`src/rtl/alu_seq.sv`:
```
// alu_seq: handshaked ALU with registered result and Z/N/C/V flags.
// Operations are accepted over in_valid/in_ready. Results are returned over out_valid/out_ready.
// Optional feature macro: ALU_MUL_EN builds the iterative shift-add unsigned multiplier (op 110).
// Without the macro, op 110 behaves like the reserved op: one cycle, result 0.
module alu_seq #(
   parameter int unsigned WIDTH = 8
) (
   input  logic             clk,
   input  logic             rst_n,
   input  logic             in_valid,
   output logic             in_ready,
   input  logic [WIDTH-1:0] SrcA,
   input  logic [WIDTH-1:0] SrcB,
   input  logic [2:0]       ALUControl,
   output logic             out_valid,
   input  logic             out_ready,
   output logic [WIDTH-1:0] ALUResult,
   output logic             Zero,
   output logic             Negative,
   output logic             Carry,
   output logic             Overflow
);

   localparam logic [2:0] OpAnd = 3'b000;
   localparam logic [2:0] OpOr  = 3'b001;
   localparam logic [2:0] OpAdd = 3'b010;
   localparam logic [2:0] OpSub = 3'b011;
   localparam logic [2:0] OpSlt = 3'b100;
   localparam logic [2:0] OpXor = 3'b101;

`ifdef ALU_MUL_EN
   localparam logic [2:0] OpMul = 3'b110;
   localparam int unsigned CntW = (WIDTH > 2) ? $clog2(WIDTH) : 1;

   typedef enum logic [1:0] {StIdle, StCalc, StDone} state_e;
`else
   typedef enum logic [1:0] {StIdle, StDone} state_e;
`endif

   state_e             state_q, state_d;
   logic [WIDTH-1:0]   result_q, result_d;
   logic               zero_q, zero_d;
   logic               neg_q, neg_d;
   logic               carry_q, carry_d;
   logic               ovf_q, ovf_d;

   logic               accept;
   logic [WIDTH:0]     add_sum;
   logic [WIDTH:0]     sub_sum;
   logic [WIDTH-1:0]   op_res;
   logic               op_c;
   logic               op_v;

`ifdef ALU_MUL_EN
   // Accumulator and multiplicand are double width so the high product half feeds Carry.
   logic [2*WIDTH-1:0] acc_q, acc_d;
   logic [2*WIDTH-1:0] mcand_q, mcand_d;
   logic [2*WIDTH-1:0] acc_sum;
   logic [WIDTH-1:0]   mplier_q, mplier_d;
   logic [CntW-1:0]    cnt_q, cnt_d;
   logic               is_mul;

   assign is_mul  = (ALUControl == OpMul);
   assign acc_sum = mplier_q[0] ? (acc_q + mcand_q) : acc_q;
`endif

   assign in_ready  = rst_n && ((state_q == StIdle) || ((state_q == StDone) && out_ready));
   assign out_valid = (state_q == StDone);
   assign accept    = in_valid && in_ready;

   // Subtraction is A + ~B + 1, so its carry-out means no borrow (A >= B unsigned).
   assign add_sum = {1'b0, SrcA} + {1'b0, SrcB};
   assign sub_sum = {1'b0, SrcA} + {1'b0, ~SrcB} + {{WIDTH{1'b0}}, 1'b1};

   // Single-cycle datapath: result plus the carry and overflow flags for the presented op.
   always_comb begin
      op_res = '0;
      op_c   = 1'b0;
      op_v   = 1'b0;
      case (ALUControl)
         OpAnd: op_res = SrcA & SrcB;
         OpOr:  op_res = SrcA | SrcB;
         OpXor: op_res = SrcA ^ SrcB;
         OpAdd: begin
            op_res = add_sum[WIDTH-1:0];
            op_c   = add_sum[WIDTH];
            op_v   = (SrcA[WIDTH-1] == SrcB[WIDTH-1]) &&
                     (add_sum[WIDTH-1] != SrcA[WIDTH-1]);
         end
         OpSub: begin
            op_res = sub_sum[WIDTH-1:0];
            op_c   = sub_sum[WIDTH];
            op_v   = (SrcA[WIDTH-1] != SrcB[WIDTH-1]) &&
                     (sub_sum[WIDTH-1] != SrcA[WIDTH-1]);
         end
         OpSlt: op_res = {{(WIDTH-1){1'b0}}, ($signed(SrcA) < $signed(SrcB))};
         // Reserved op, and MUL when the multiplier is not built, produce zero.
         default: op_res = '0;
      endcase
   end

   // Next-state logic: FSM sequencing, multiplier iteration and result capture.
   always_comb begin
      state_d  = state_q;
      result_d = result_q;
      zero_d   = zero_q;
      neg_d    = neg_q;
      carry_d  = carry_q;
      ovf_d    = ovf_q;
`ifdef ALU_MUL_EN
      acc_d    = acc_q;
      mcand_d  = mcand_q;
      mplier_d = mplier_q;
      cnt_d    = cnt_q;
`endif

      case (state_q)
         StIdle: ;
`ifdef ALU_MUL_EN
         // One multiplier bit per cycle; the final step writes the product straight to DONE.
         StCalc: begin
            acc_d    = acc_sum;
            mcand_d  = mcand_q << 1;
            mplier_d = mplier_q >> 1;
            cnt_d    = cnt_q - 1'b1;
            if (cnt_q == '0) begin
               state_d  = StDone;
               result_d = acc_sum[WIDTH-1:0];
               zero_d   = (acc_sum[WIDTH-1:0] == '0);
               neg_d    = acc_sum[WIDTH-1];
               carry_d  = |acc_sum[2*WIDTH-1:WIDTH];
               ovf_d    = 1'b0;
            end
         end
`endif
         StDone: if (out_ready) state_d = StIdle;
         default: state_d = StIdle;
      endcase

      // A new accept overrides DONE -> IDLE; in_ready keeps this out of CALC.
      if (accept) begin
`ifdef ALU_MUL_EN
         if (is_mul) begin
            state_d  = StCalc;
            acc_d    = '0;
            mcand_d  = {{WIDTH{1'b0}}, SrcA};
            mplier_d = SrcB;
            cnt_d    = CntW'(WIDTH - 1);
         end else begin
`else
         begin
`endif
            state_d  = StDone;
            result_d = op_res;
            zero_d   = (op_res == '0);
            neg_d    = op_res[WIDTH-1];
            carry_d  = op_c;
            ovf_d    = op_v;
         end
      end
   end

   // State and result registers with synchronous active-low reset; reset aborts any op.
   always_ff @(posedge clk) begin
      if (!rst_n) begin
         state_q  <= StIdle;
         result_q <= '0;
         zero_q   <= 1'b0;
         neg_q    <= 1'b0;
         carry_q  <= 1'b0;
         ovf_q    <= 1'b0;
`ifdef ALU_MUL_EN
         acc_q    <= '0;
         mcand_q  <= '0;
         mplier_q <= '0;
         cnt_q    <= '0;
`endif
      end else begin
         state_q  <= state_d;
         result_q <= result_d;
         zero_q   <= zero_d;
         neg_q    <= neg_d;
         carry_q  <= carry_d;
         ovf_q    <= ovf_d;
`ifdef ALU_MUL_EN
         acc_q    <= acc_d;
         mcand_q  <= mcand_d;
         mplier_q <= mplier_d;
         cnt_q    <= cnt_d;
`endif
      end
   end

   assign ALUResult = result_q;
   assign Zero      = zero_q;
   assign Negative  = neg_q;
   assign Carry     = carry_q;
   assign Overflow  = ovf_q;

endmodule

```
`config.mk`:
```
export PLATFORM = sky130hd
export DESIGN_NAME = alu_seq
export DESIGN_NICKNAME = d
export VERILOG_FILES = /design/src/rtl/alu_seq.sv
export SDC_FILE = /design/constraint.sdc
export NUM_CORES = 1
export LEC_CHECK = 0
export CORE_ASPECT_RATIO = 1.5
export CORE_MARGIN = 8
export CORE_UTILIZATION = 40
export CTS_BUF_LIST = sky130_fd_sc_hd__clkbuf_16
export CTS_CLUSTER_DIAMETER = 120
export CTS_CLUSTER_SIZE = 24
export DETAILED_ROUTE_END_ITERATION = 8
export PLACE_DENSITY = 0.79
export SYNTH_ARGS = -nofsm -noshare
export SYNTH_HDL_FRONTEND = slang
export SYNTH_SLANG_ARGS = --single-unit
```
`constraint.sdc`:
```
create_clock -name clk -period 2.3 [get_ports clk]
set_input_delay 0.345 -clock clk [delete_from_list [all_inputs] [get_ports clk]]
set_output_delay 0.345 -clock clk [all_outputs]
set_load 0.02 [all_outputs]
```
==> results of run 1 <==
==> layout make-up <==
type / count / area share, %
inverter: 26 / 3.39
sequential: 12 / 8.13
tap: 46 / 1.95
clock buffer: 3 / 2.54
multi-input combinational: 179 / 52.1
timing repair buffer: 113 / 31.9
==> flip-flops by register name, summed over array words and instances (netlist names) <==
signal and flops:
ALUResult 8, Carry 1, Overflow 1, Zero 1
state_q 1
==> where the power goes <==
group | leakage (nW) | total, mW | switching, mW | internal (mW)
registers | 0.0984 | 0.232 | 0.00794 | 0.224
clock network | 0.0370 | 0.304 | 0.0790 | 0.225
logic | 1.24 | 0.598 | 0.284 | 0.314
total | 1.37 | 1.13 | 0.371 | 0.764
==> worst max-delay path: stages <==
cell and delay, ns:
dlygate4sd2_1 0.25, inv_2 0.08, ha_4 0.22, buf_4 0.15
nor2_4 0.08, o211ai_1 0.17, nand4_1 0.18, buf_4 0.12
buf_4 0.09, nand4_1 0.10, a31o_4 0.23, a211o_1 0.25
o31ai_1 0.22
==> layer usage <==
metal  GRT usage (%)  up-vias
met5               0        -
met4            5.90        0
met3            2.66       20
met2            31.0       65
met1            15.4      983
li1                -     1023
==> Yosys cell counts, types with 3 or more instances <==
| library cell | n |
|---|---|
| ha_1 | 27 |
| buf_6 | 4 |
| nand2_1 | 12 |
| a21oi_1 | 13 |
| clkbuf_1 | 4 |
| buf_4 | 3 |
| a31oi_1 | 3 |
| a311oi_1 | 3 |
| nand3_1 | 11 |
| dfxtp_1 | 12 |
| o22ai_1 | 3 |
| xnor2_1 | 3 |
| a21boi_0 | 3 |
| o31ai_1 | 3 |
| o211ai_1 | 4 |
| nor2b_1 | 4 |
| nand4_1 | 3 |
| nor2_1 | 22 |
| inv_1 | 26 |
| a21o_1 | 4 |
| nor3_1 | 5 |
| a211oi_1 | 4 |
| buf_2 | 3 |
| a31o_2 | 3 |
| o21ai_0 | 12 |
| a2111oi_0 | 4 |
| xor2_1 | 3 |
==> stage by stage <==
step / TNS, ns / worst slack (ns)
after floorplan: 0 / 0.000871
after detailed placement: -3.69 / -0.673
after CTS: -0.0885 / -0.0885
after global routing: -0.122 / -0.0878
after global placement: -3.30 / -0.638
final: -0.0356 / -0.0356
==> timing repair <==
item	4_1_cts	5_1_grt
setup buffers	10	2
gates resized for setup	64	29
endpoints found under the hold margin	0	0
pin swaps	23	12
setup endpoints to repair	8	5
==> kinds of logic (layout without fill, tap and decap cells) <==
family	Yosys count	count (layout)
DFF	12	12
xor gates and xnor gates	6	6
adders and majority gates	29	29
muxes	2	2
buffers and inverters	41	142
AOI/OAI and AO/OA	69	69
and+or+nand+nor	73	73
==> how the worst max path moves through the flow <==
| stage | from | to | cells after the start |
|---|---|---|---|
| final | SrcB[4] | Zero | 13 |
| after global routing | SrcA[7] | Zero | 8 |
| after CTS | SrcB[0] | Zero | 11 |
| after detailed placement | SrcA[0] | Zero | 11 |
| after global placement | SrcA[0] | Zero | 11 |
| after floorplan | SrcA[0] | Zero | 10 |
==> run metrics, run 1 <==
largest cells by area after synthesis=ha_1 19%, dfxtp_1 14%, inv_1 5.6%, nor2_1 4.7%, a21oi_1 3.7%; Critical Path Start Type=input pin; mux share of post-synthesis cell area=1.22%; Core Area=4210 um2; clock latency on the worst-skew pair=0.23 ns; antenna-violating nets left=0; ys async rst share=0%; Synth Area in Adders=21.6%; Initial Util=41.5%; outcome=finished, violations left; Die ar.=6780 um2; total power=1.13 mW; WHS Path Cells=2; most frequent cells in the layout=74 x buf_4, 22 x clkdlybuf4s50_1, 20 x nor2_1; Die Y=96.9 um; Max Freq=428 MHz; Slew @ Worst Pin=0.642 ns; met3 wire len=230 um; I/O Pins=37; FF+latch area=240 um2; final worst slack=-0.0356 ns; worst setup path class=input pin to flip-flop; final number of setup-violating endpoints=1; post-layout instance area=2950 um2; Root Buffer=clkbuf_16; WHS Endpoint=ALUResult[3]; max cap viols=0; #FFs+latches synth=12; largest net degree at the start of global routing=18; Top FF cell, synth=dfxtp_1; Mapped Nets=284; DP HPWL=4270 um; Crit Path Max Fanout=5; via density per instance=5.52; Inserted Clock Buffers=3; Slew Limit Headroom=57.1%; clk slew on worst S/H paths=0.04 ns; layout cells sized above 1=42.0%; min-delay src=ALUResult[3]; DR DRC count=0; initial antenna violation count=0; reg2reg end=Zero; H-Tree Depth=1; multi-input logic area=1540 um2; CTS tree=built; Yosys top cell by area=ha_1; Yosys top cell area share=19.3%; Synth-to-Final Area Change=69.1%; r2r setup slk=0.49 ns; Cell Rows=29; Leak=1.37 nW; worst r2r path cells=7; Clock Skews=0.00138 ns; largest family of logic cells by synthesized area=compound AO/OA/AOI/OAI gates; Worst VDD drop=0.573 mV; GRT overflow=0; global placement routability congestion=0.920; fin crit share=102%; failing checks=setup timing; Mapped Area=1750 um2; Mapped Cells=232; Avg Synthesized Cell Area=7.53 um2; RR Startpoint=state_q[0]; antenna fix cells=0; number of synthesized flops with an enable pin=0; min cycle time layout=2.34 ns; die width=70.0 um; Top Layer Used=met4; CP endpoint kind=flip-flop; sequential area share after synthesis=13.8%; commonest non-fill, non-tap cell in the layout=buf_4; PwrDens=384 nW/um2; Post-Route Hold Slack=0.465 ns; Cell Area, Placed=2560 um2; M1 WL=2090 um; complex-gate fraction of the synthesized area=26.9%; Fin. Hold Viols=0; total wire length=5720 um; Synth Warn #=0; vias=2091; arrival time worst endpoint=2.48 ns; Slew Viols, Final=0; RSZ-0062 raised after global routing=yes; gr usage total=15.7%; first-pass GRT wire length=9300 um; vias in the first global route=2133; clk sink count=12; met2 wire len=3210 um; Port Buffer Count=36; Clock Path Buffers=2; Hold-fix buffers, CTS=0; Req. time, crit path=2.45 ns; first-pass iteration count of the detailed router=4; Final Util=70.2%; fill count=312; Worst Hold Class=flip-flop to flip-flop; post-route non-filler standard cell count=379; Synth cell types=49; Synth Area in Simple Gates=21.5%; DP Cell Count=364; Synth Area in XOR/XNOR=3.01%; layout net count=387; drt initial violations=63; WL per Instance=15.1 um
(Power assumes the default switching activity.)
==> inputs of run 2 (changes only) <==
- CORE_ASPECT_RATIO: 1.5 -> unset
==> run 2 against run 1 <==
  * The run still ends with setup timing left
  * Worst hold slack got worse by 0.0051 ns
  * Routed wire length rose by 5.8%
  * Flip-flop and latch count did not move
  * Global-route usage rose by 1.7 points
  * Register-to-register slack got worse by 0.02 ns
  * Critical path type unchanged
  * Largest power group unchanged
==> run metrics, run 2 (same netlist as run 1, synthesis figures left out) <==
Clock Skews=0.00220 ns; antenna-violating nets left=0; Worst VDD drop=0.213 mV; clk slew on worst S/H paths=0.04 ns; Die ar.=6740 um2; Hold-fix buffers, CTS=0; Crit Path Max Fanout=2; post-route non-filler standard cell count=384; Largest register FFs=8; total power=1.15 mW; Cell Rows=24; H-Tree Depth=1; global placement routability congestion=0.917; DP HPWL=4400 um; Critical Path Start=SrcA[0]; die width=82.1 um; first-pass iteration count of the detailed router=4; Critical Path Start Type=input pin; clock latency on the worst-skew pair=0.24 ns; Core Area=4290 um2; CTS tree=built; vias in the first global route=2025; antenna fix cells=0; layout net count=386; min-delay src=ALUResult[0]; most frequent cells in the layout=73 x buf_4, 21 x clkdlybuf4s50_1, 19 x nor2_1; arrival time worst endpoint=2.50 ns; worst setup path class=input pin to flip-flop; layout cells sized above 1=42.5%; outcome=finished, violations left; WL per Instance=15.8 um; Port Buffer Count=36; largest net degree at the start of global routing=18; I/O Pins=37; Final Util=68.7%; vias=2128; Slew Limit Headroom=45.1%; Inserted Clock Buffers=3; drt initial violations=138; RSZ-0062 raised after global routing=yes; first-pass GRT wire length=9430 um; RR Startpoint=state_q[0]; clk sink count=12; Max Freq=426 MHz; Clock Path Buffers=2; Fin. Hold Viols=0; via density per instance=5.54; Worst Hold Class=flip-flop to flip-flop; Die Y=82.1 um; max cap viols=0; final worst slack=-0.0495 ns; initial antenna violation count=0; fin crit share=102%; commonest non-fill, non-tap cell in the layout=buf_4; failing checks=setup timing; Leak=1.37 nW; DR DRC count=0; DP Cell Count=370; GRT overflow=0; min cycle time layout=2.35 ns; Slew @ Worst Pin=0.803 ns; PwrDens=390 nW/um2; Initial Util=40.7%; Synth-to-Final Area Change=68.8%; Req. time, crit path=2.45 ns; Slew Viols, Final=0; CP endpoint kind=flip-flop; final number of setup-violating endpoints=1; total wire length=6060 um; Root Buffer=clkbuf_16; gr usage total=17.4%
run 2: changes by cell type in the layout (fill, tap and decap cells not counted), sizes merged:
cell,previous run,this run
clkdlybuf4s50,22,21
buf,82,80
clkdlybuf4s15,0,1
dlygate4sd2,4,5
run 2: worst paths after layout:
path / endpoint / slack (ns) / depth (start not counted)
setup / recovery: Zero / -0.05 / 12
hold / removal: ALUResult[0] / 0.46 / 2
setup reg to reg: Zero / 0.47 / 7
hold reg to reg: ALUResult[0] / 0.46 / 2
run 2: timing repair:
action	4_1_cts	5_1_grt
setup buffers	9	2
gates resized for setup	65	26
pin swaps	20	12
gates cloned	0	0
endpoints found under the setup margin	9	4
run 2: power by group:
part	switching (mW)	total, mW	internal (mW)
Sequential	0.00788	0.232	0.224
Clock	0.0880	0.314	0.226
Combinational	0.292	0.604	0.311
Total	0.388	1.15	0.762
run 2: worst max-delay path, cell delays in order:
cell,delay [ns]
buf_6,0.11
inv_4,0.05
ha_4,0.13
inv_2,0.04
fa_2,0.39
and2b_2,0.23
o21ai_2,0.15
nand3_4,0.10
xor2_2,0.18
nor2_2,0.06
or4_4,0.53
o31ai_2,0.19
run 2: area by class of cell:
type,instances,area [um2]
sequential,12,240
fill,324,1350
tap,52,65.1
multi-input combinational,179,1520
clock buffer,3,75.1
timing repair buffer,112,947
inverter,26,100
run 2: metrics by stage:
step	instance area [um2]	hold WS [ns]	setup slack [ns]	TNS [ns]
4_1_cts	2860	0.467	-0.0891	-0.0891
3_3_place_gp	2580	0.437	-0.639	-3.46
5_1_grt	2950	0.495	-0.107	-0.163
6_report	2950	0.460	-0.0495	-0.0495
3_5_place_dp	2580	0.456	-0.716	-4.08
2_1_floorplan	1770	0.484	0.000871	0
run 2: metal layers:
metal / global-route usage, % / vias to the layer above / share of wire, %
met5: 0 / - / 0
met4: 5.96 / 0 / 3.2
met3: 1.53 / 21 / 6.5
met2: 32.0 / 92 / 50
met1: 20.4 / 995 / 40
li1: - / 1020 / -
==> inputs of run 3 (changes only) <==
- clock period: 2.3 -> 1.95 ns (I/O delays scaled with it)
==> run 3 against run 2 <==
  * The run still ends with setup timing left
  * Utilization grew 5.3 points
  * Final cell count up 2.6%
  * Sequential share of layout area is 0.58 points lower
  * Setup slack got worse by 0.39 ns
  * Flip-flop and latch count is the same
  * First-iteration DRC count grew 18%
  * Clock power increased by 17%
  * Power grew 25%
  * Non-clock buffer count up 10
  * Sequential power grew 18%
  * Largest cell class unchanged
==> run metrics, run 3 (same netlist as run 1, synthesis figures left out) <==
outcome=finished, violations left; failing checks=setup timing; Clock Path Buffers=2; Clock Skews=0.000663 ns; total power=1.43 mW; initial antenna violation count=0; DR DRC count=0; CP endpoint kind=flip-flop; PwrDens=451 nW/um2; Hold-fix buffers, CTS=0; arrival time worst endpoint=2.54 ns; final worst slack=-0.441 ns; Cell Rows=24; I/O Pins=37; global placement routability congestion=0.900; Port Buffer Count=36; Critical Path Start Type=input pin; WL per Instance=16.2 um; drt initial violations=163; min-delay src=ALUResult[4]; Critical Path Start=SrcA[0]; max incr delay on CP=0.54 ns; fin crit share=123%; H-Tree Depth=1; Req. time, crit path=2.10 ns; Largest register FFs=8; antenna-violating nets left=0; vias=2195; max cap viols=0; fill count=301; GR met3 Demand/Resource=1.86%; RSZ-0062 raised after global routing=yes; CP bufs+invs=3; clk sink count=12; Inserted Clock Buffers=3; clock latency on the worst-skew pair=0.24 ns; Die Y=82.1 um; largest net degree at the start of global routing=18; layout cells sized above 1=49.4%; layer with the highest usage=met2; via density per instance=5.57; Slew Limit Headroom=75.2%; final number of setup-violating endpoints=4; Root Buffer=clkbuf_16; DP HPWL=4160 um; Leak=1.46 nW; total wire length=6380 um; Crit Path Max Fanout=2; worst path cell trace=buf_12 -> inv_12 -> ha_4 -> inv_2 -> fa_2 -> and2b_2 -> o21ai_2 -> nand3_2 -> xor2_1 -> nor2_1 -> or4_1 -> o31ai_1; antenna fix cells=0; GR Util met2=29.9%; layout net count=396; gr usage total=16.6%; met1 GRT Util=19.3%; Core Area=4290 um2; Max Freq=418 MHz; Die ar.=6740 um2; Slew @ Worst Pin=0.362 ns; Worst VDD drop=0.233 mV; RR Startpoint=state_q[0]; clk slew on worst S/H paths=0.04 ns; CP max stage cell=or4_1; Synth-to-Final Area Change=81.8%; CP top delay family=simple AND/OR/NAND/NOR gates; worst setup path class=input pin to flip-flop; CTS tree=built; GRT overflow=0; commonest non-fill, non-tap cell in the layout=buf_4; Fin. Hold Viols=0; Worst Hold Class=flip-flop to flip-flop; Initial Util=40.7%; min cycle time layout=2.39 ns; first-pass iteration count of the detailed router=4; first-pass GRT wire length=8950 um; vias in the first global route=2025; Slew Viols, Final=0; Post-Route Hold Slack=0.452 ns; die width=82.1 um; most frequent cells in the layout=75 x buf_4, 19 x nor2_1, 18 x clkdlybuf4s50_1
## run 3: cell count changes in the layout (fill, tap and decap cells not counted), sizes merged
cell           change
clkdlybuf4s50      -3
clkdlybuf4s15      +1
buf               +12
## run 3: layer usage
metal | vias to the layer above | routed length [um]
li1 | 1044 | -
met5 | - | 0
met1 | 1039 | 2480
met3 | 29 | 381
met4 | 0 | 251
met2 | 83 | 3270
## run 3: worst paths after layout
| path | endpoint | slack [ns] | cells past startpoint |
|---|---|---|---|
| worst max-delay path | Zero | -0.44 | 12 |
| worst min-delay path | ALUResult[4] | 0.45 | 2 |
| worst max register to register | Zero | 0.06 | 7 |
| worst min register to register | ALUResult[4] | 0.45 | 2 |
## run 3: repair_timing
item / CTS / global route
pin swaps: 28 / 29
hold endpoints to repair: 0 / 0
gates resized for setup: 83 / 56
buffers inserted: 13 / 10
setup endpoints to repair: 12 / 9
## run 3: per-stage QoR
step | cell area [um2] | worst slack, ns | TNS [ns] | cells | util (%)
global route | 3180 | -0.493 | -1.03 | 394 | 74.0
finish | 3180 | -0.441 | -0.544 | 394 | 74.0
floorplan | 1790 | -0.283 | -0.283 | 232 | -
CTS | 2970 | -0.378 | -0.612 | 389 | 69.2
global placement | 2650 | -1.00 | -6.73 | 375 | 61.6
detailed placement | 2650 | -1.05 | -7.19 | 375 | 61.6
## run 3: power by group
group	switching, mW	leakage [nW]	internal (mW)	total, mW
clock	0.100	0.0370	0.266	0.367
sequential	0.00855	0.0984	0.264	0.273
combinational	0.378	1.32	0.415	0.793
## run 3: layout make-up
| cell class | instances | area (um2) | area share (%) |
|---|---|---|---|
| repair buffers | 122 | 1050 | 33.2 |
| inverters | 26 | 115 | 3.62 |
| clock buffers | 3 | 75.1 | 2.36 |
| well taps | 52 | 65.1 | 2.05 |
| flip-flops and latches | 12 | 240 | 7.56 |
| multi-input cells | 179 | 1630 | 51.2 |
## run 3: tightest hold or removal path, cell delays in order, from the launching register on
cell and delay, ns:
dfxtp_1 0.30, nand3_1 0.06, nand2_1 0.04
